**src/rtl/rs_bank_if.sv**
```systemverilog
// rs_bank_if: dispatch, CDB snoop and issue signals of one reservation-station bank.
//   dispatch_* : decode/rename offers one instruction per cycle (valid/ready)
//   cdb_*      : one common-data-bus broadcast per cycle
//   issue_*    : selected ready entry to execute (valid/ready)
// Modports:
//   master : the pipeline side (drives dispatch, CDB and issue_ready)
//   slave  : the reservation-station bank
interface rs_bank_if #(
    parameter int XLEN      = 32,
    parameter int TAG_W     = 5,
    parameter int PAYLOAD_W = 64
);
    logic                 dispatch_valid;
    logic                 dispatch_ready;
    logic [TAG_W-1:0]     dispatch_dest_tag;
    logic [TAG_W-1:0]     dispatch_rs1_tag;
    logic [XLEN-1:0]      dispatch_rs1_value;
    logic [TAG_W-1:0]     dispatch_rs2_tag;
    logic [XLEN-1:0]      dispatch_rs2_value;
    logic [PAYLOAD_W-1:0] dispatch_payload;

    logic                 cdb_valid;
    logic [TAG_W-1:0]     cdb_tag;
    logic [XLEN-1:0]      cdb_value;

    logic                 issue_valid;
    logic                 issue_ready;
    logic [TAG_W-1:0]     issue_dest_tag;
    logic [XLEN-1:0]      issue_rs1_value;
    logic [XLEN-1:0]      issue_rs2_value;
    logic [PAYLOAD_W-1:0] issue_payload;

    modport master (
        output dispatch_valid, dispatch_dest_tag, dispatch_rs1_tag, dispatch_rs1_value,
               dispatch_rs2_tag, dispatch_rs2_value, dispatch_payload,
        input  dispatch_ready,
        output cdb_valid, cdb_tag, cdb_value,
        input  issue_valid, issue_dest_tag, issue_rs1_value, issue_rs2_value, issue_payload,
        output issue_ready
    );

    modport slave (
        input  dispatch_valid, dispatch_dest_tag, dispatch_rs1_tag, dispatch_rs1_value,
               dispatch_rs2_tag, dispatch_rs2_value, dispatch_payload,
        output dispatch_ready,
        input  cdb_valid, cdb_tag, cdb_value,
        output issue_valid, issue_dest_tag, issue_rs1_value, issue_rs2_value, issue_payload,
        input  issue_ready
    );
endinterface

```
**src/rtl/rs_bank.sv**
```systemverilog
// rs_bank: reservation-station bank of RS_SIZE entries.
// Holds dispatched instructions until both source operands are available,
// captures operands from the CDB (also on the dispatch cycle itself) and
// issues one ready entry per cycle.
// Ports:
//   clock      : system clock
//   reset      : synchronous, active-high reset
//   squash     : flush every entry (branch mispredict); wins over all else
//   bus        : rs_bank_if.slave (dispatch, CDB snoop, issue)
//   free_count : registered number of free entries
// Build option:
//   RS_ROTATE_PRIO_EN defined   -> round-robin issue selection starting at a
//                                  pointer that moves past the last issued entry
//   RS_ROTATE_PRIO_EN undefined -> lowest-index ready entry always wins
module rs_bank #(
    parameter int RS_SIZE   = 8,
    parameter int XLEN      = 32,
    parameter int TAG_W     = 5,
    parameter int PAYLOAD_W = 64,
    localparam int CNT_W    = $clog2(RS_SIZE + 1),
    localparam int IDX_W    = $clog2(RS_SIZE)
) (
    input  logic             clock,
    input  logic             reset,
    input  logic             squash,
    rs_bank_if.slave         bus,
    output logic [CNT_W-1:0] free_count
);

    logic [RS_SIZE-1:0]   busy_q;
    logic [TAG_W-1:0]     dest_tag_q  [RS_SIZE];
    logic [TAG_W-1:0]     rs1_tag_q   [RS_SIZE];
    logic [XLEN-1:0]      rs1_value_q [RS_SIZE];
    logic [TAG_W-1:0]     rs2_tag_q   [RS_SIZE];
    logic [XLEN-1:0]      rs2_value_q [RS_SIZE];
    logic [PAYLOAD_W-1:0] payload_q   [RS_SIZE];

    logic [RS_SIZE-1:0]   ready;
    logic                 sel_found;
    logic [IDX_W-1:0]     sel_idx;
    logic [IDX_W-1:0]     free_idx;
    logic                 disp_fire;
    logic                 issue_fire;
    logic                 cdb_hit;
    logic [TAG_W-1:0]     new_rs1_tag;
    logic [XLEN-1:0]      new_rs1_value;
    logic [TAG_W-1:0]     new_rs2_tag;
    logic [XLEN-1:0]      new_rs2_value;

`ifdef RS_ROTATE_PRIO_EN
    logic [IDX_W-1:0]     ptr_q;
`endif

    always_comb begin
        for (int i = 0; i < RS_SIZE; i++) begin
            ready[i] = busy_q[i] && (rs1_tag_q[i] == '0) && (rs2_tag_q[i] == '0);
        end
    end

    // Issue selection works only on registered state, so a wakeup at edge N
    // becomes visible to issue in cycle N+1 (no CDB-to-issue bypass).
`ifdef RS_ROTATE_PRIO_EN
    always_comb begin
        int cand;
        sel_found = 1'b0;
        sel_idx   = '0;
        cand      = 0;
        for (int k = 0; k < RS_SIZE; k++) begin
            cand = int'(ptr_q) + k;
            if (cand >= RS_SIZE) begin
                cand = cand - RS_SIZE;
            end
            if (!sel_found && ready[IDX_W'(cand)]) begin
                sel_found = 1'b1;
                sel_idx   = IDX_W'(cand);
            end
        end
    end
`else
    always_comb begin
        sel_found = 1'b0;
        sel_idx   = '0;
        for (int k = RS_SIZE - 1; k >= 0; k--) begin
            if (ready[k]) begin
                sel_found = 1'b1;
                sel_idx   = IDX_W'(k);
            end
        end
    end
`endif

    // Lowest-index free entry; only used when free_count != 0, and an entry
    // issuing this cycle is still busy so it is never chosen here.
    always_comb begin
        free_idx = '0;
        for (int k = RS_SIZE - 1; k >= 0; k--) begin
            if (!busy_q[k]) begin
                free_idx = IDX_W'(k);
            end
        end
    end

    assign bus.dispatch_ready = (free_count != '0);
    assign disp_fire          = bus.dispatch_valid && bus.dispatch_ready;
    assign issue_fire         = sel_found && bus.issue_ready;
    assign cdb_hit            = bus.cdb_valid && (bus.cdb_tag != '0);

    // Dispatch-cycle forwarding: a source produced on the CDB this very cycle
    // would otherwise miss its broadcast and wait forever.
    always_comb begin
        new_rs1_tag   = bus.dispatch_rs1_tag;
        new_rs1_value = bus.dispatch_rs1_value;
        new_rs2_tag   = bus.dispatch_rs2_tag;
        new_rs2_value = bus.dispatch_rs2_value;
        if (cdb_hit && (bus.dispatch_rs1_tag == bus.cdb_tag)) begin
            new_rs1_tag   = '0;
            new_rs1_value = bus.cdb_value;
        end
        if (cdb_hit && (bus.dispatch_rs2_tag == bus.cdb_tag)) begin
            new_rs2_tag   = '0;
            new_rs2_value = bus.cdb_value;
        end
    end

    assign bus.issue_valid     = sel_found;
    assign bus.issue_dest_tag  = sel_found ? dest_tag_q[sel_idx]  : '0;
    assign bus.issue_rs1_value = sel_found ? rs1_value_q[sel_idx] : '0;
    assign bus.issue_rs2_value = sel_found ? rs2_value_q[sel_idx] : '0;
    assign bus.issue_payload   = sel_found ? payload_q[sel_idx]   : '0;

    always_ff @(posedge clock) begin
        if (reset || squash) begin
            busy_q     <= '0;
            free_count <= CNT_W'(RS_SIZE);
        end else begin
            for (int i = 0; i < RS_SIZE; i++) begin
                if (busy_q[i] && cdb_hit) begin
                    if (rs1_tag_q[i] == bus.cdb_tag) begin
                        rs1_tag_q[i]   <= '0;
                        rs1_value_q[i] <= bus.cdb_value;
                    end
                    if (rs2_tag_q[i] == bus.cdb_tag) begin
                        rs2_tag_q[i]   <= '0;
                        rs2_value_q[i] <= bus.cdb_value;
                    end
                end
            end

            if (issue_fire) begin
                busy_q[sel_idx] <= 1'b0;
            end

            if (disp_fire) begin
                busy_q[free_idx]      <= 1'b1;
                dest_tag_q[free_idx]  <= bus.dispatch_dest_tag;
                rs1_tag_q[free_idx]   <= new_rs1_tag;
                rs1_value_q[free_idx] <= new_rs1_value;
                rs2_tag_q[free_idx]   <= new_rs2_tag;
                rs2_value_q[free_idx] <= new_rs2_value;
                payload_q[free_idx]   <= bus.dispatch_payload;
            end

            case ({disp_fire, issue_fire})
                2'b10:   free_count <= free_count - CNT_W'(1);
                2'b01:   free_count <= free_count + CNT_W'(1);
                default: free_count <= free_count;
            endcase
        end
    end

`ifdef RS_ROTATE_PRIO_EN
    always_ff @(posedge clock) begin
        if (reset || squash) begin
            ptr_q <= '0;
        end else if (issue_fire) begin
            ptr_q <= (sel_idx == IDX_W'(RS_SIZE - 1)) ? '0 : sel_idx + IDX_W'(1);
        end
    end
`endif

endmodule

```
**src/flat_wrapper.sv**
```systemverilog
// flat-port wrapper written by rule: the top's interface ports become plain ports
module rs_bank_flat 
#(
    parameter int RS_SIZE   = 8,
    parameter int XLEN      = 32,
    parameter int TAG_W     = 5,
    parameter int PAYLOAD_W = 64,
    localparam int CNT_W    = $clog2(RS_SIZE + 1),
    localparam int IDX_W    = $clog2(RS_SIZE)
)
  (clock, reset, squash, free_count, bus_dispatch_valid, bus_dispatch_dest_tag, bus_dispatch_rs1_tag, bus_dispatch_rs1_value, bus_dispatch_rs2_tag, bus_dispatch_rs2_value, bus_dispatch_payload, bus_dispatch_ready, bus_cdb_valid, bus_cdb_tag, bus_cdb_value, bus_issue_valid, bus_issue_dest_tag, bus_issue_rs1_value, bus_issue_rs2_value, bus_issue_payload, bus_issue_ready);
  rs_bank_if #(.XLEN(XLEN), .TAG_W(TAG_W), .PAYLOAD_W(PAYLOAD_W)) bus_i ();
  input  logic clock;
  input  logic reset;
  input  logic squash;
  output logic [CNT_W-1:0] free_count;
  input wire logic [$bits(bus_i.dispatch_valid)-1:0] bus_dispatch_valid;
  input wire logic [$bits(bus_i.dispatch_dest_tag)-1:0] bus_dispatch_dest_tag;
  input wire logic [$bits(bus_i.dispatch_rs1_tag)-1:0] bus_dispatch_rs1_tag;
  input wire logic [$bits(bus_i.dispatch_rs1_value)-1:0] bus_dispatch_rs1_value;
  input wire logic [$bits(bus_i.dispatch_rs2_tag)-1:0] bus_dispatch_rs2_tag;
  input wire logic [$bits(bus_i.dispatch_rs2_value)-1:0] bus_dispatch_rs2_value;
  input wire logic [$bits(bus_i.dispatch_payload)-1:0] bus_dispatch_payload;
  output wire logic [$bits(bus_i.dispatch_ready)-1:0] bus_dispatch_ready;
  input wire logic [$bits(bus_i.cdb_valid)-1:0] bus_cdb_valid;
  input wire logic [$bits(bus_i.cdb_tag)-1:0] bus_cdb_tag;
  input wire logic [$bits(bus_i.cdb_value)-1:0] bus_cdb_value;
  output wire logic [$bits(bus_i.issue_valid)-1:0] bus_issue_valid;
  output wire logic [$bits(bus_i.issue_dest_tag)-1:0] bus_issue_dest_tag;
  output wire logic [$bits(bus_i.issue_rs1_value)-1:0] bus_issue_rs1_value;
  output wire logic [$bits(bus_i.issue_rs2_value)-1:0] bus_issue_rs2_value;
  output wire logic [$bits(bus_i.issue_payload)-1:0] bus_issue_payload;
  input wire logic [$bits(bus_i.issue_ready)-1:0] bus_issue_ready;
  assign bus_i.dispatch_valid = bus_dispatch_valid;
  assign bus_i.dispatch_dest_tag = bus_dispatch_dest_tag;
  assign bus_i.dispatch_rs1_tag = bus_dispatch_rs1_tag;
  assign bus_i.dispatch_rs1_value = bus_dispatch_rs1_value;
  assign bus_i.dispatch_rs2_tag = bus_dispatch_rs2_tag;
  assign bus_i.dispatch_rs2_value = bus_dispatch_rs2_value;
  assign bus_i.dispatch_payload = bus_dispatch_payload;
  assign bus_dispatch_ready = bus_i.dispatch_ready;
  assign bus_i.cdb_valid = bus_cdb_valid;
  assign bus_i.cdb_tag = bus_cdb_tag;
  assign bus_i.cdb_value = bus_cdb_value;
  assign bus_issue_valid = bus_i.issue_valid;
  assign bus_issue_dest_tag = bus_i.issue_dest_tag;
  assign bus_issue_rs1_value = bus_i.issue_rs1_value;
  assign bus_issue_rs2_value = bus_i.issue_rs2_value;
  assign bus_issue_payload = bus_i.issue_payload;
  assign bus_i.issue_ready = bus_issue_ready;
  rs_bank #(.RS_SIZE(RS_SIZE), .XLEN(XLEN), .TAG_W(TAG_W), .PAYLOAD_W(PAYLOAD_W)) u_core (.clock(clock), .reset(reset), .squash(squash), .bus(bus_i), .free_count(free_count));
endmodule
```
**config.mk**
```make
export PLATFORM = sky130hd
export DESIGN_NAME = rs_bank_flat
export DESIGN_NICKNAME = d
export VERILOG_FILES = /design/src/rtl/rs_bank_if.sv /design/src/rtl/rs_bank.sv /design/src/flat_wrapper.sv
export SDC_FILE = /design/constraint.sdc
export NUM_CORES = 2
export LEC_CHECK = 0
export BUFFER_PORTS_ARGS = -buffer_cell sky130_fd_sc_hd__buf_4
export CELL_PAD_IN_SITES_DETAIL_PLACEMENT = 0
export CELL_PAD_IN_SITES_GLOBAL_PLACEMENT = 2
export CORE_MARGIN = 10
export CORE_UTILIZATION = 48
export DETAILED_ROUTE_END_ITERATION = 8
export HOLD_SLACK_MARGIN = 0.12
export PLACE_DENSITY = 0.95
export SETUP_SLACK_MARGIN = 0.15
export SLEW_MARGIN = 20
export SYNTH_ARGS = -nofsm -noshare
export SYNTH_HDL_FRONTEND = slang
export SYNTH_SLANG_ARGS = --single-unit
```
**constraint.sdc**
```tcl
create_clock -name clock -period 11 [get_ports clock]
set_clock_uncertainty 0.15 [all_clocks]
set_input_delay 2.2 -clock clock [delete_from_list [all_inputs] [get_ports clock]]
set_output_delay 2.2 -clock clock [all_outputs]
set_load 0.005 [all_outputs]
```
==> results.cfg <==
[die]
fp-row-count = 120
core_mm2 = 0.107
die_y_um = 348
die_area_mm2 = 0.121
ios = 325
fp.dieW_um = 348
start_util_pct = 48.3

[synthesis]
ys_warn_count = 0
synth_async_sr_flop_share_pct = 0
yosys.area_share.simple_pct = 5.49
synth_xor_area_share_pct = 1.57
synth_fa_ha_area_share_pct = 0.111
synth_top_family_by_area = multiplexers
synth-edff-count = 1144
synth.distinct_cells = 73
yosysSeqAreaShare_pct = 66.9
synth_compound_area_share_pct = 11.3
synthFlopType = edfxtp_1
muxShareOfSynthArea_pct = 11.4
syn_inst = 3416
syn-cell-area_mm2 = 0.0517
synth_seq_cells = 1156
syn-num-nets = 3606
syn_avg_cell_area_um2 = 15.1

[place]
hpwl_um = 90700
port_buffers = 324
gp_congestion = 0.830

[power]
pwr-share-clk_pct = 42.8
leakagePower_nw = 19.4
power_frac_seq_pct = 53.5
p_switching_mw = 1.92
switching_share_pct = 21.1
irDropWorstVdd_mv = 0.109
p_int_mw = 7.19
comb_power_share_pct = 3.7
power.density_mw_per_mm2 = 154

[clock_network]
clk_latency_ns = 0.71
cts_tree = done
cts.sinks = 1156
cts_inserted_buffers = 119
postCtsHoldBufs = 0
ctsResizeCount = 0
htreeDepth = 3
path_clk_slew_ns = 0.06
cts_setup_buffers = 0
clk_path_buf_depth = 3
cts_root_buffer = clkbuf_16

[final_layout]
area_growth_syn_to_layout_pct = 14.3
utilization_pct = 55.3
num-fill-cells = 8519
drive_gt1_share_pct = 26.1
nets = 3822

[detailed_routing]
antenna_left = 0
wirelength_met1_um = 62300
viasPerCell = 6.61
wl_met3_um = 16200
drt_first_pass_iters = 6
met2_length_um = 77000
wl_um = 161000
vias = 34000
wl_per_cell_um = 31.4
drt_iter0_drc = 4138
drc = 0
top_layer_used = met5

[timing]
hold_slack_ns = 0.360
tightest_slew_ns = 1.19
slew_headroom_pct = 20.0
rsz0062_at_grt = no
finalSetupViolCount = 0
finalCritPeriodShare_pct = 70.1
finalCriticalPeriod_ns = 7.71
drv_slew = 0
fin_setup_tns_ns = 0
hold_violations = 0
fmax_mhz = 130

[worst_setup_path]
worstRegToRegCells = 15
r2r_slack_ns = 6.45
r2r-end = u_core.free_count[3]
r2r_start = u_core.rs1_tag_q[2][0]
critPathKind = reg -> out
arrival_ns = 5.36
crit_fanout = 56
crit_path_start_kind = register
endpoint_kind = primary output
critPathRequiredTime_ns = 8.65

[flow_run]
max-cap-violations = 0

[grt]
grt_pass1_vias = 34200
antenna_found_initial = 23
grt_remaining_overflow = 0
grt_max_degree = 159
grt_pass1_wl_um = 233000
grt_usage_pct = 25.7

[status]
status = finished, final reports clean

[worst_hold_path]
min_to = u_core.busy_q[1]
hold_path_startpoint = u_core.busy_q[1]
hold_class = reg -> reg
worstHoldPathCells = 2
-- cells in the final DEF (no fill, tap or decap), drive strengths merged, types with 82 or more instances in the layout --
cell type and n:
or3 110, buf 395, clkbuf 134, o22a 98, nor2 211, o2111ai 110
edfxtp 1144, mux2 512, o221ai 82, inv 83, a21oi 110
-- per-layer routing --
metal / global-route usage (%) / up-vias
met2: 41.6 / 1915
met1: 34.0 / 17400
met3: 5.52 / 355
li1: - / 14200
met4: 9.62 / 26
met5: 0 / -
-- registers in the layout, summed over array words and instances, names as in the netlist --
signal / flops
u_core.rs1_tag_q: 40
u_core.free_count: 4
u_core.busy_q: 8
u_core.rs1_value_q: 256
u_core.rs2_value_q: 256
u_core.dest_tag_q: 40
u_core.payload_q: 512
u_core.rs2_tag_q: 40
-- worst max-delay path, cell delays in order, from the launching register on --
cell	delay, ns
edfxtp_1	0.40
nor4_1	0.50
and3_2	0.29
buf_4	0.53
nor4_4	0.13
buf_4	0.44
nand2_4	0.65
buf_4	0.83
o221ai_1	0.30
o32ai_1	0.32
buf_4	0.20
-- synthesized netlist by cell type (all sizes together), types with 31 or more instances --
cell	instances	area share [%]
edfxtp	1144	66
nor2	211	1.5
nand2	42	0.37
xor2	45	0.76
inv	85	0.62
mux2	512	11
xnor2	48	0.81
o32a	45	0.87
clkbuf	185	1.3
o22a	98	1.7
o22ai	44	0.53
nor3	53	0.51
o21ai	31	0.31
o221ai	82	1.4
nand3	39	0.54
o2111ai	110	1.9
o32ai	48	0.81
or3	110	1.3
a21oi	110	1.1
o41ai	49	0.83
a221oi	41	0.69
buf	115	1.3
-- power by group through the flow --
stage | logic (mW) | registers (mW) | clock network (mW)
CTS | 0.333 | 4.87 | 3.93
detailed placement | 0.331 | 4.97 | 0
global route | 0.361 | 4.87 | 4.10
floorplan | 0.165 | 4.97 | 0
global placement | 0.319 | 4.97 | 0
finish | 0.336 | 4.87 | 3.90
-- worst max-delay path by stage --
| stage | startpoint | end | slack [ns] | cells past startpoint |
|---|---|---|---|---|
| after floorplan | bus_cdb_tag[2] | u_core.rs1_tag_q[0][0] | 3.28 | 5 |
| after global placement | u_core.rs1_tag_q[2][0] | bus_issue_rs1_value[8] | 4.12 | 9 |
| after detailed placement | u_core.rs1_tag_q[2][0] | bus_issue_rs1_value[8] | 4.10 | 9 |
| after CTS | u_core.rs1_tag_q[2][0] | bus_issue_rs1_value[8] | 3.34 | 9 |
| after global routing | u_core.rs1_tag_q[2][0] | bus_issue_rs1_value[9] | 3.18 | 10 |
| final | u_core.rs1_tag_q[2][0] | bus_issue_rs1_value[9] | 3.29 | 10 |
-- logic make-up (layout without fill, tap and decap cells) --
logic type / after synthesis / after routing
flip-flops: 1156 / 1156
AO/OA/AOI/OAI: 732 / 732
AND/OR/NAND/NOR: 532 / 532
multiplexers: 514 / 514
buffers and inverters: 385 / 696
XOR/XNOR: 93 / 93
adder cells (fa/ha/maj): 4 / 4
other: 0 / 10
-- stage by stage --
step / std cells / instance area (µm²) / setup slack, ns / total power, mW
5_1_grt: 5139 / 59200 / 3.18 / 9.34
6_report: 5140 / 59200 / 3.29 / 9.11
4_1_cts: 5130 / 59100 / 3.34 / 9.14
3_3_place_gp: 4914 / 55400 / 4.12 / 5.28
3_5_place_dp: 4914 / 55400 / 4.10 / 5.30
2_1_floorplan: 3416 / 51700 / 3.28 / 5.13
-- cell type report --
type	count	area [µm²]	share of cell area, %
flip-flops and latches	1156	34600	58.5
multi-input cells	1875	15700	26.6
clock buffers	134	3060	5.16
repair buffers	395	3000	5.08
well taps	1403	1760	2.97
clock inverters	82	671	1.13
inverters	85	328	0.554
diodes	10	25.0	0.0423
(Power assumes the default switching activity.)
